`src/rtl/pipeline_hazard_scoreboard_pkg.sv`:
```
// Shared types for the hazard scoreboard: controller states, in-flight entry record, select-width helper.
// Entry fields are sized for the largest supported configuration so the struct needs no parameters.
package pipeline_pkg;

  localparam int SB_RD_W  = 8;
  localparam int SB_LAT_W = 8;

  typedef enum logic [1:0] {
    ST_RUN,
    ST_DRAIN,
    ST_HALTED
  } hz_state_e;

  typedef struct packed {
    logic                valid;
    logic                wen;
    logic [SB_RD_W-1:0]  rd;
    logic [SB_LAT_W-1:0] lat;
  } sb_entry_t;

  function automatic int sel_width(input int stages);
    return (stages <= 2) ? 1 : $clog2(stages);
  endfunction

endpackage

```
`src/rtl/pipeline_hazard_scoreboard_src_match.sv`:
```
// Youngest-producer lookup for one source operand: stall, forward select, or WB bypass.
// PIPELINE_HAZARD_RF_BYPASS_EN turns a last-entry match into a decode-side bypass instead of a stall.
module hazard_src_match
  import pipeline_pkg::*;
#(
  parameter int STAGES = 3,
  parameter int REG_AW = 5,
  parameter int SEL_W  = 2
) (
  input  sb_entry_t [STAGES-1:0] entries_i,
  input  logic [REG_AW-1:0]      src_i,
  input  logic                   used_i,
  output logic                   stall_i,
  output logic [SEL_W-1:0]       sel_i,
  output logic                   bypass_i
);

  logic [SB_RD_W-1:0] src_ext;
  assign src_ext = SB_RD_W'(src_i);

  // Walk oldest to youngest so the youngest match overwrites any older one.
  always_comb begin
    stall_i  = 1'b0;
    sel_i    = '0;
    bypass_i = 1'b0;
    for (int k = STAGES - 1; k >= 0; k--) begin
      if (used_i && entries_i[k].valid && entries_i[k].wen &&
          (src_ext != '0) && (entries_i[k].rd == src_ext)) begin
        stall_i  = 1'b0;
        sel_i    = '0;
        bypass_i = 1'b0;
        if (k == STAGES - 1) begin
`ifdef PIPELINE_HAZARD_RF_BYPASS_EN
          bypass_i = 1'b1;
`else
          stall_i  = 1'b1;
`endif
        end else if ((k + 1) < int'(entries_i[k].lat)) begin
          stall_i = 1'b1;
        end else begin
          sel_i = SEL_W'(k + 1);
        end
      end
    end
  end

endmodule

```
`src/rtl/pipeline_hazard_scoreboard.sv`:
```
// Hazard/forwarding scoreboard beside decode plus ecall drain-then-halt controller.
// Optional WB-to-decode bypass via PIPELINE_HAZARD_RF_BYPASS_EN (default: stall one cycle instead).
module pipeline_hazard_scoreboard
  import pipeline_pkg::*;
#(
  parameter  int STAGES  = 3,
  parameter  int NUM_SRC = 2,
  parameter  int REG_AW  = 5,
  localparam int SEL_W   = sel_width(STAGES),
  localparam int LAT_W   = sel_width(STAGES)
) (
  input  logic                      clk,
  input  logic                      reset,
  input  logic                      id_valid,
  input  logic [REG_AW-1:0]         id_rd,
  input  logic                      id_wen,
  input  logic [LAT_W-1:0]          id_lat,
  input  logic [NUM_SRC*REG_AW-1:0] id_rs,
  input  logic [NUM_SRC-1:0]        id_rs_used,
  input  logic                      id_halt,
  input  logic                      flush,
  output logic                      stall,
  output logic [NUM_SRC*SEL_W-1:0]  ex_fwd_sel,
  output logic [NUM_SRC-1:0]        id_rf_bypass,
  output logic                      ex_valid,
  output logic                      busy,
  output logic                      halted
);

  sb_entry_t [STAGES-1:0]     entries_q, entries_d;
  logic [NUM_SRC*SEL_W-1:0]   fwd_q, fwd_d;
  hz_state_e                  state_q;
  logic [NUM_SRC-1:0]         src_stall;
  logic [NUM_SRC*SEL_W-1:0]   src_sel;
  logic [LAT_W-1:0]           lat_c;
  logic                       accept;

  for (genvar i = 0; i < NUM_SRC; i++) begin : g_src
    hazard_src_match #(
      .STAGES (STAGES),
      .REG_AW (REG_AW),
      .SEL_W  (SEL_W)
    ) u_match (
      .entries_i (entries_q),
      .src_i     (id_rs[i*REG_AW +: REG_AW]),
      .used_i    (id_rs_used[i]),
      .stall_i   (src_stall[i]),
      .sel_i     (src_sel[i*SEL_W +: SEL_W]),
      .bypass_i  (id_rf_bypass[i])
    );
  end

  assign stall  = (|src_stall) || (state_q != ST_RUN);
  // Flush wins over everything: a flushed halt is never accepted.
  assign accept = id_valid && !stall && !flush;

  always_comb begin
    lat_c = id_lat;
    if (id_lat == '0) begin
      lat_c = LAT_W'(1);
    end else if (int'(id_lat) > STAGES - 1) begin
      lat_c = LAT_W'(STAGES - 1);
    end
  end

  always_comb begin
    entries_d               = '0;
    entries_d[STAGES-1:1]   = entries_q[STAGES-2:0];
    entries_d[0]            = '0;
    fwd_d                   = '0;
    if (accept) begin
      entries_d[0].valid = 1'b1;
      entries_d[0].wen   = id_wen && !id_halt;
      entries_d[0].rd    = SB_RD_W'(id_rd);
      entries_d[0].lat   = SB_LAT_W'(lat_c);
      fwd_d              = src_sel;
    end
  end

  always_ff @(posedge clk or negedge reset) begin
    if (!reset) begin
      entries_q <= '0;
      fwd_q     <= '0;
      state_q   <= ST_RUN;
    end else begin
      entries_q <= entries_d;
      fwd_q     <= fwd_d;
      case (state_q)
        ST_RUN:   if (accept && id_halt) state_q <= ST_DRAIN;
        ST_DRAIN: if (!busy) state_q <= ST_HALTED;
        default:  state_q <= ST_HALTED;
      endcase
    end
  end

  always_comb begin
    busy = 1'b0;
    for (int k = 0; k < STAGES; k++) begin
      busy = busy | entries_q[k].valid;
    end
  end

  assign ex_fwd_sel = fwd_q;
  assign ex_valid   = entries_q[0].valid;
  assign halted     = (state_q == ST_HALTED);

endmodule

```
`config.mk`:
```
export PLATFORM = sky130hd
export DESIGN_NAME = pipeline_hazard_scoreboard
export DESIGN_NICKNAME = d
export VERILOG_FILES = /design/src/rtl/pipeline_hazard_scoreboard_pkg.sv /design/src/rtl/pipeline_hazard_scoreboard_src_match.sv /design/src/rtl/pipeline_hazard_scoreboard.sv
export SDC_FILE = /design/constraint.sdc
export NUM_CORES = 1
export LEC_CHECK = 0
export CELL_PAD_IN_SITES_DETAIL_PLACEMENT = 2
export CELL_PAD_IN_SITES_GLOBAL_PLACEMENT = 2
export CORE_MARGIN = 1
export CORE_UTILIZATION = 24
export DETAILED_ROUTE_END_ITERATION = 8
export HOLD_SLACK_MARGIN = 0.12
export PLACE_DENSITY_LB_ADDON = 0.3
export SYNTH_ARGS = -nofsm -noshare
export SYNTH_HDL_FRONTEND = slang
export SYNTH_SLANG_ARGS = --single-unit
```
`constraint.sdc`:
```
create_clock -name clk -period 3.8 [get_ports clk]
set_clock_uncertainty 0.2 [all_clocks]
set_input_delay 0.76 -clock clk [delete_from_list [all_inputs] [get_ports clk]]
set_output_delay 0.76 -clock clk [all_outputs]
set_load 0.02 [all_outputs]
```
==> out/qor.yml, run 1 <==
reg2reg_to: "ex_fwd_sel[3]"
worst_pin_slew_ps: 660
final_cell_area_sq_mm: 0.00212
drc: 0
synth_area_leaders: "dfrtp_1 54%, xnor2_1 16%, nor4_1 3.0%"
comb_power_share_pct: 11.9
synth_cell_type_count: 29
status: "finished, final reports clean"
drt-pass1-iter-count: 3
intPower_mw: 0.512
area_delta_synth_final_pct: 47.8
cp.required_ps: 2840
holdWs_ps: 147
crit_type: "primary input to primary output"
finalSetupViolCount: 0
hp-start: "entries_d[18]"
min_to: "entries_d[36]"
ir_drop_uv: 97.4
cts_hold_repair.buffers: 0
crit_path_end_kind: "primary output"
cellPowerDensity_mw_per_mm2: 313
cts_max_level: 2
wl_per_cell_microns: 16.6
antenna_found_initial: 0
n_antenna_cell: 0
clock_latency_ps: 280
cts_buffers: 5
ys.flop_type: "dfrtp_1"
power_frac_seq_pct: 49.7
drv_cap: 0
synth-edff-count: 0
viasPerCell: 4.49
hold_viol: 0
initial_utilization_pct: 25.5
synthCells: 126
die_height_microns: 79.4
grt_overflow_total: 0
clkSinkCount: 31
ys_seq_elements: 31
io_buffers: 31
synth.avg_cell_area_sq_um: 11.4
hpwl_microns: 3180
synth-compound-area-share_pct: 3.57
hold_class: "flop to flop"
cp-start-kind: "primary input"
drive_gt1_share_pct: 24.6
final_common_cell: "dfrtp_1"
gp_congestion: 0.830
synth_top_family_by_area: "simple AND/OR/NAND/NOR gates"
fin_crit_sh_pct: 96.7
grt_pass1_vias: 1272
r2r_cells: 8
core_sq_mm: 0.00564
grt_max_degree: 32
grt_usage_pct: 14.6
mostFrequentLayoutCells: "31 x dfrtp_1, 25 x xnor2_1, 22 x clkdlybuf4s50_1"
synthXorXnorAreaFrac_pct: 18.3
wl_microns: 4160
fin_nets: 204
post_synth_mux_area_share_pct: 1.39
grt_setup_unrepaired: "false"
slew_headroom_pct: 55.9
synth-simple-area-share_pct: 19.7
drv_slew: 0
async_flop_share_pct: 100
cts_tree: "yes"
placed_area_sq_mm: 0.00195
period_needed_ps: 3670
max-clock-path-buffers: 2
syn_area_sq_mm: 0.00144
yosys_warnings: 0
die_w_microns: 79.4
seq_area_frac_synth_pct: 54.0
cp.arrival_ps: 2710
clockPowerShare_pct: 38.5
synthAdderAreaFrac_pct: 0
reg2reg_from: "entries_d[46]"
vias: 1126
clk_pin_slew_ps: 60
synth_top_area_cell: "dfrtp_1"
antenna_left: 0
p_sw_share_pct: 22.9
rows: 27
power.switching_mw: 0.152
p_total_mw: 0.665
io_pins: 35
cts_root_buffer: "clkbuf_8"
min_path_cells: 0
die_area_sq_mm: 0.00630
r2r_slack_ps: 1170
p_leak_nw: 0.896
grt_pass1_wl_microns: 6560
synth_top_area_share_pct: 54.0
max_freq_mhz: 272
drtIter0Drc: 34
crit_path_max_fanout: 3
==> cells by family after synthesis <==
kind of cell	Yosys count
AND/OR/NAND/NOR	49
flip-flops	31
XOR/XNOR	30
buffers and inverters	7
AO/OA/AOI/OAI	6
multiplexers	2
other	1
==> power groups by stage <==
stage                     registers (mW)  logic [mW]  clock network, mW
after floorplan                    0.336      0.0241                  0
final                              0.330      0.0788              0.256
after global placement             0.336      0.0748                  0
after CTS                          0.330      0.0772              0.269
after detailed placement           0.336      0.0778                  0
after global routing               0.330      0.0854              0.284
==> worst max path at each step <==
stage	cells after the start	slack, ps	start	end
2_1_floorplan	7	700	id_rs[6]	stall
3_3_place_gp	8	-360	id_rs[2]	stall
3_5_place_dp	8	-460	id_rs[4]	stall
4_1_cts	9	20	id_rs[6]	stall
5_1_grt	9	30	id_rs[1]	stall
6_report	8	130	id_rs[0]	stall
==> stage by stage <==
stage,std cells,TNS [ps],util [%],setup slack (ps)
3_5_place_dp,244,-456,34.5,-456
2_1_floorplan,127,0,-,700
4_1_cts,251,0,36.2,22.0
5_1_grt,251,0,37.7,30.0
3_3_place_gp,244,-363,34.5,-363
6_report,251,0,37.7,126
==> cell type report <==
| type | instances | area, sq um |
|---|---|---|
| Clock buffer | 6 | 82.6 |
| Fill cell | 610 | 3520 |
| Sequential cell | 31 | 776 |
| Tap cell | 72 | 90.1 |
| Clock inverter | 1 | 5.00 |
| Timing Repair Buffer | 49 | 448 |
| Multi-Input combinational cell | 89 | 712 |
| Inverter | 3 | 11.3 |
==> worst max-delay path: stages <==
cell and delay, ps:
clkdlybuf4s50_1 450, or4_1 560, o21ai_2 190, or3_4 170, mux2i_1 220, mux2i_1 140
nand2b_4 110, buf_6 120
==> registers in the layout (all words and copies together), names as in the netlist <==
name        count
entries_d      17
entries_q       7
ex_fwd_sel      4
state_q         2
ex_valid        1
==> routing by layer <==
metal | track usage [%] | wire (microns) | vias to the layer above
met5 | 0 | 0 | -
met4 | 7.09 | 75 | 0
met3 | 4.11 | 125 | 7
met2 | 24.7 | 2170 | 21
met1 | 17.0 | 1790 | 566
li1 | - | - | 532
==> synthesized netlist by cell type, types with 2 or more instances <==
cell and instances:
dfrtp_1 31, xnor2_1 26, nand2_1 11, nor2_1 9
nor4_1 7, nand4_1 6, or4_1 4, xor2_1 4
inv_1 3, buf_4 2, mux2i_1 2, nand3_1 2
nor2b_1 2, o21ai_2 2
==> what timing repair did <==
item | in CTS | in global routing
resized for setup | 14 | 16
buffers inserted | 0 | 0
pin swaps | 2 | 7
gates cloned | 0 | 0
endpoints found under the setup margin | 1 | 1
Note: power is estimated with default switching activity, not from simulation.
==> inputs of run 2 (changes only) <==
Settings changed: TNS_END_PERCENT set to 50.
==> results of run 2 <==
The final DEF is identical to that of run 1; final timing and power are the same.
==> inputs of run 3 (changes only) <==
==> constraint.sdc (replaced) <==
create_clock -name clk -period 3.8 [get_ports clk]
set_clock_uncertainty 0.2 [all_clocks]
set_input_delay 0.57 -clock clk [delete_from_list [all_inputs] [get_ports clk]]
set_output_delay 0.57 -clock clk [all_outputs]
set_load 0.02 [all_outputs]
==> run 3 against run 2 <==
Effect of this change:
- register-to-register slack worse by 30 ps
- wire length shrank 4.4%
- first-iteration DRC count rose by 15%
- sequential cell count is the same
- sequential power hardly changed
- core utilization is 2.2 points lower
- setup slack better by 61 ps
- global-route usage is essentially flat
- cell count decreased by 2.4%
- critical path depth increased by 1
- total power is 4.2% higher
- maximum frequency grew 1.7%
- largest power group unchanged
==> out/qor.yml, run 3 (same netlist as run 1, synthesis figures left out) <==
clkSinkCount: 31  # unchanged
max_stage_delay_ps: 580  # was 560 ps
hold_viol: 0  # unchanged
cellPowerDensity_mw_per_mm2: 346  # was 313 mW/mm^2
holdWs_ps: 153  # was 147 ps
r2r_slack_ps: 1140  # was 1170 ps
slew_headroom_pct: 55.9  # about the same
cp.required_ps: 3030  # was 2840 ps
hpwl_microns: 3090  # was 3180 microns
grt_setup_unrepaired: "false"  # unchanged
cts_root_buffer: "clkbuf_8"  # unchanged
initial_utilization_pct: 25.5  # unchanged
die_w_microns: 79.4  # unchanged
cts_max_level: 2  # unchanged
n_antenna_cell: 0  # unchanged
clock_latency_ps: 280  # about the same
p_leak_nw: 0.808  # was 0.896 nW
worst_pin_slew_ps: 659  # was 660 ps
die_area_sq_mm: 0.00630  # unchanged
drv_slew: 0  # unchanged
io_pins: 35  # unchanged
drc: 0  # unchanged
path_cells: "clkdlybuf4s50_1, buf_4, xnor2_1, nand4_1, or4_1, nor2_1, o21ai_1, nand2b_4, dlygate4sd2_1"  # was clkdlybuf4s50_1, or4_1, o21ai_2, or3_4, mux2i_1, mux2i_1, nand2b_4, buf_6
crit_type: "primary input to primary output"  # unchanged
largest_reg_flops: 17  # unchanged
grt_usage_pct: 14.6  # about the same
max-clock-path-buffers: 2  # unchanged
crit_path_end_kind: "primary output"  # unchanged
cp-start-kind: "primary input"  # unchanged
max_freq_mhz: 277  # was 272 MHz
drtIter0Drc: 39  # was 34
critPathSlowestCell: "or4_1"  # unchanged
grt_pass1_wl_microns: 6650  # was 6560 microns
worst_slack_ps: 187  # was 126 ps
mostFrequentLayoutCells: "31 x dfrtp_1, 30 x clkdlybuf4s50_1, 26 x xnor2_1"  # was 31 x dfrtp_1, 25 x xnor2_1, 22 x clkdlybuf4s50_1
vias: 1103  # was 1126
grt_overflow_total: 0  # unchanged
status: "finished, final reports clean"  # unchanged
grt_pass1_vias: 1307  # was 1272
cp.arrival_ps: 2840  # was 2710 ps
core_sq_mm: 0.00564  # unchanged
antenna_found_initial: 0  # unchanged
finalSetupViolCount: 0  # unchanged
final_cell_area_sq_mm: 0.00200  # was 0.00212 sq mm
p_total_mw: 0.692  # was 0.665 mW
wl_per_cell_microns: 16.2  # was 16.6 microns
cts_hold_repair.buffers: 0  # unchanged
final_common_cell: "dfrtp_1"  # unchanged
crit_path_max_fanout: 3  # unchanged
drt-pass1-iter-count: 4  # was 3
period_needed_ps: 3610  # was 3670 ps
drive_gt1_share_pct: 16.2  # was 24.6%
die_height_microns: 79.4  # unchanged
cts_tree: "yes"  # unchanged
rows: 27  # unchanged
viasPerCell: 4.50  # was 4.49
placed_area_sq_mm: 0.00189  # was 0.00195 sq mm
area_delta_synth_final_pct: 39.3  # was 47.8%
clk_pin_slew_ps: 70  # was 60 ps
grt_max_degree: 32  # unchanged
wl_microns: 3970  # was 4160 microns
hold_class: "flop to flop"  # unchanged
pre_cts_slack_ps: -46.5  # was -456 ps
cts_buffers: 5  # unchanged
gp_congestion: 0.838  # was 0.830
fin_nets: 197  # was 204
io_buffers: 31  # unchanged
drv_cap: 0  # unchanged
ir_drop_uv: 115  # was 97.4 uV
fin_crit_sh_pct: 95.1  # was 96.7%
antenna_left: 0  # unchanged
[run 3: cell types whose count changed in the layout (fill, tap and decap cells not counted), moves of 2 or more]
cell	delta
buf_4	-6
nor4_4	-2
nor4_1	+3
buf_6	-2
clkdlybuf4s50_1	+8
or4_1	+2
dlygate4sd2_1	-5
or3_4	-2
dlymetal6s2s_1	-2
or4_4	-2
[run 3: power by group]
group	internal [mW]	total (mW)	switching (mW)
sequential	0.330	0.330	0
combinational	0.0392	0.0748	0.0355
clock	0.165	0.288	0.123
[run 3: layer usage]
metal / part of all wire, % / track usage (%) / vias to the layer above
li1: - / - / 516
met2: 50 / 24.5 / 34
met3: 4.8 / 3.54 / 12
met5: 0 / 0 / -
met1: 42 / 16.9 / 541
met4: 3.8 / 8.55 / 0
[run 3: worst max-delay path, delay by kind of cell]
kind	cells	cell delay [ps]
AND/OR/NAND/NOR	4	1030
buffers and inverters	3	910
XOR/XNOR	1	240
AO/OA/AOI/OAI	1	90
[run 3: final timing paths]
kind / end / depth (start not counted) / startpoint
setup / recovery: stall / 9 / id_rs[6]
hold / removal: entries_d[36] / 0 / entries_d[18]
setup reg to reg: ex_fwd_sel[1] / 8 / entries_d[27]
hold reg to reg: entries_d[36] / 0 / entries_d[18]
max in group asynchronous: entries_d[44] / 2 / reset
min in group asynchronous: state_q[1] / 2 / reset
[run 3: repair_timing]
item	in CTS	in global routing
endpoints found under the setup margin	1	0
resized for setup	2	0
setup buffers	0	0
[run 3: per-stage QoR]
stage,TNS [ps],instances,utilization (%)
after floorplan,0,127,-
after global placement,-1.10,237,33.6
after detailed placement,-46.5,237,33.6
after CTS,0,245,35.5
after global routing,0,245,35.5
final,0,245,35.5
[run 3: final cells by class]
cell class                 count  area (sq um)
timing repair buffer          42           392
inverter                       3          11.3
tap                           72          90.1
multi-input combinational     89           631
clock buffer                   7          96.3
sequential                    31           776
fill                         592          3640
clock inverter                 1          7.51
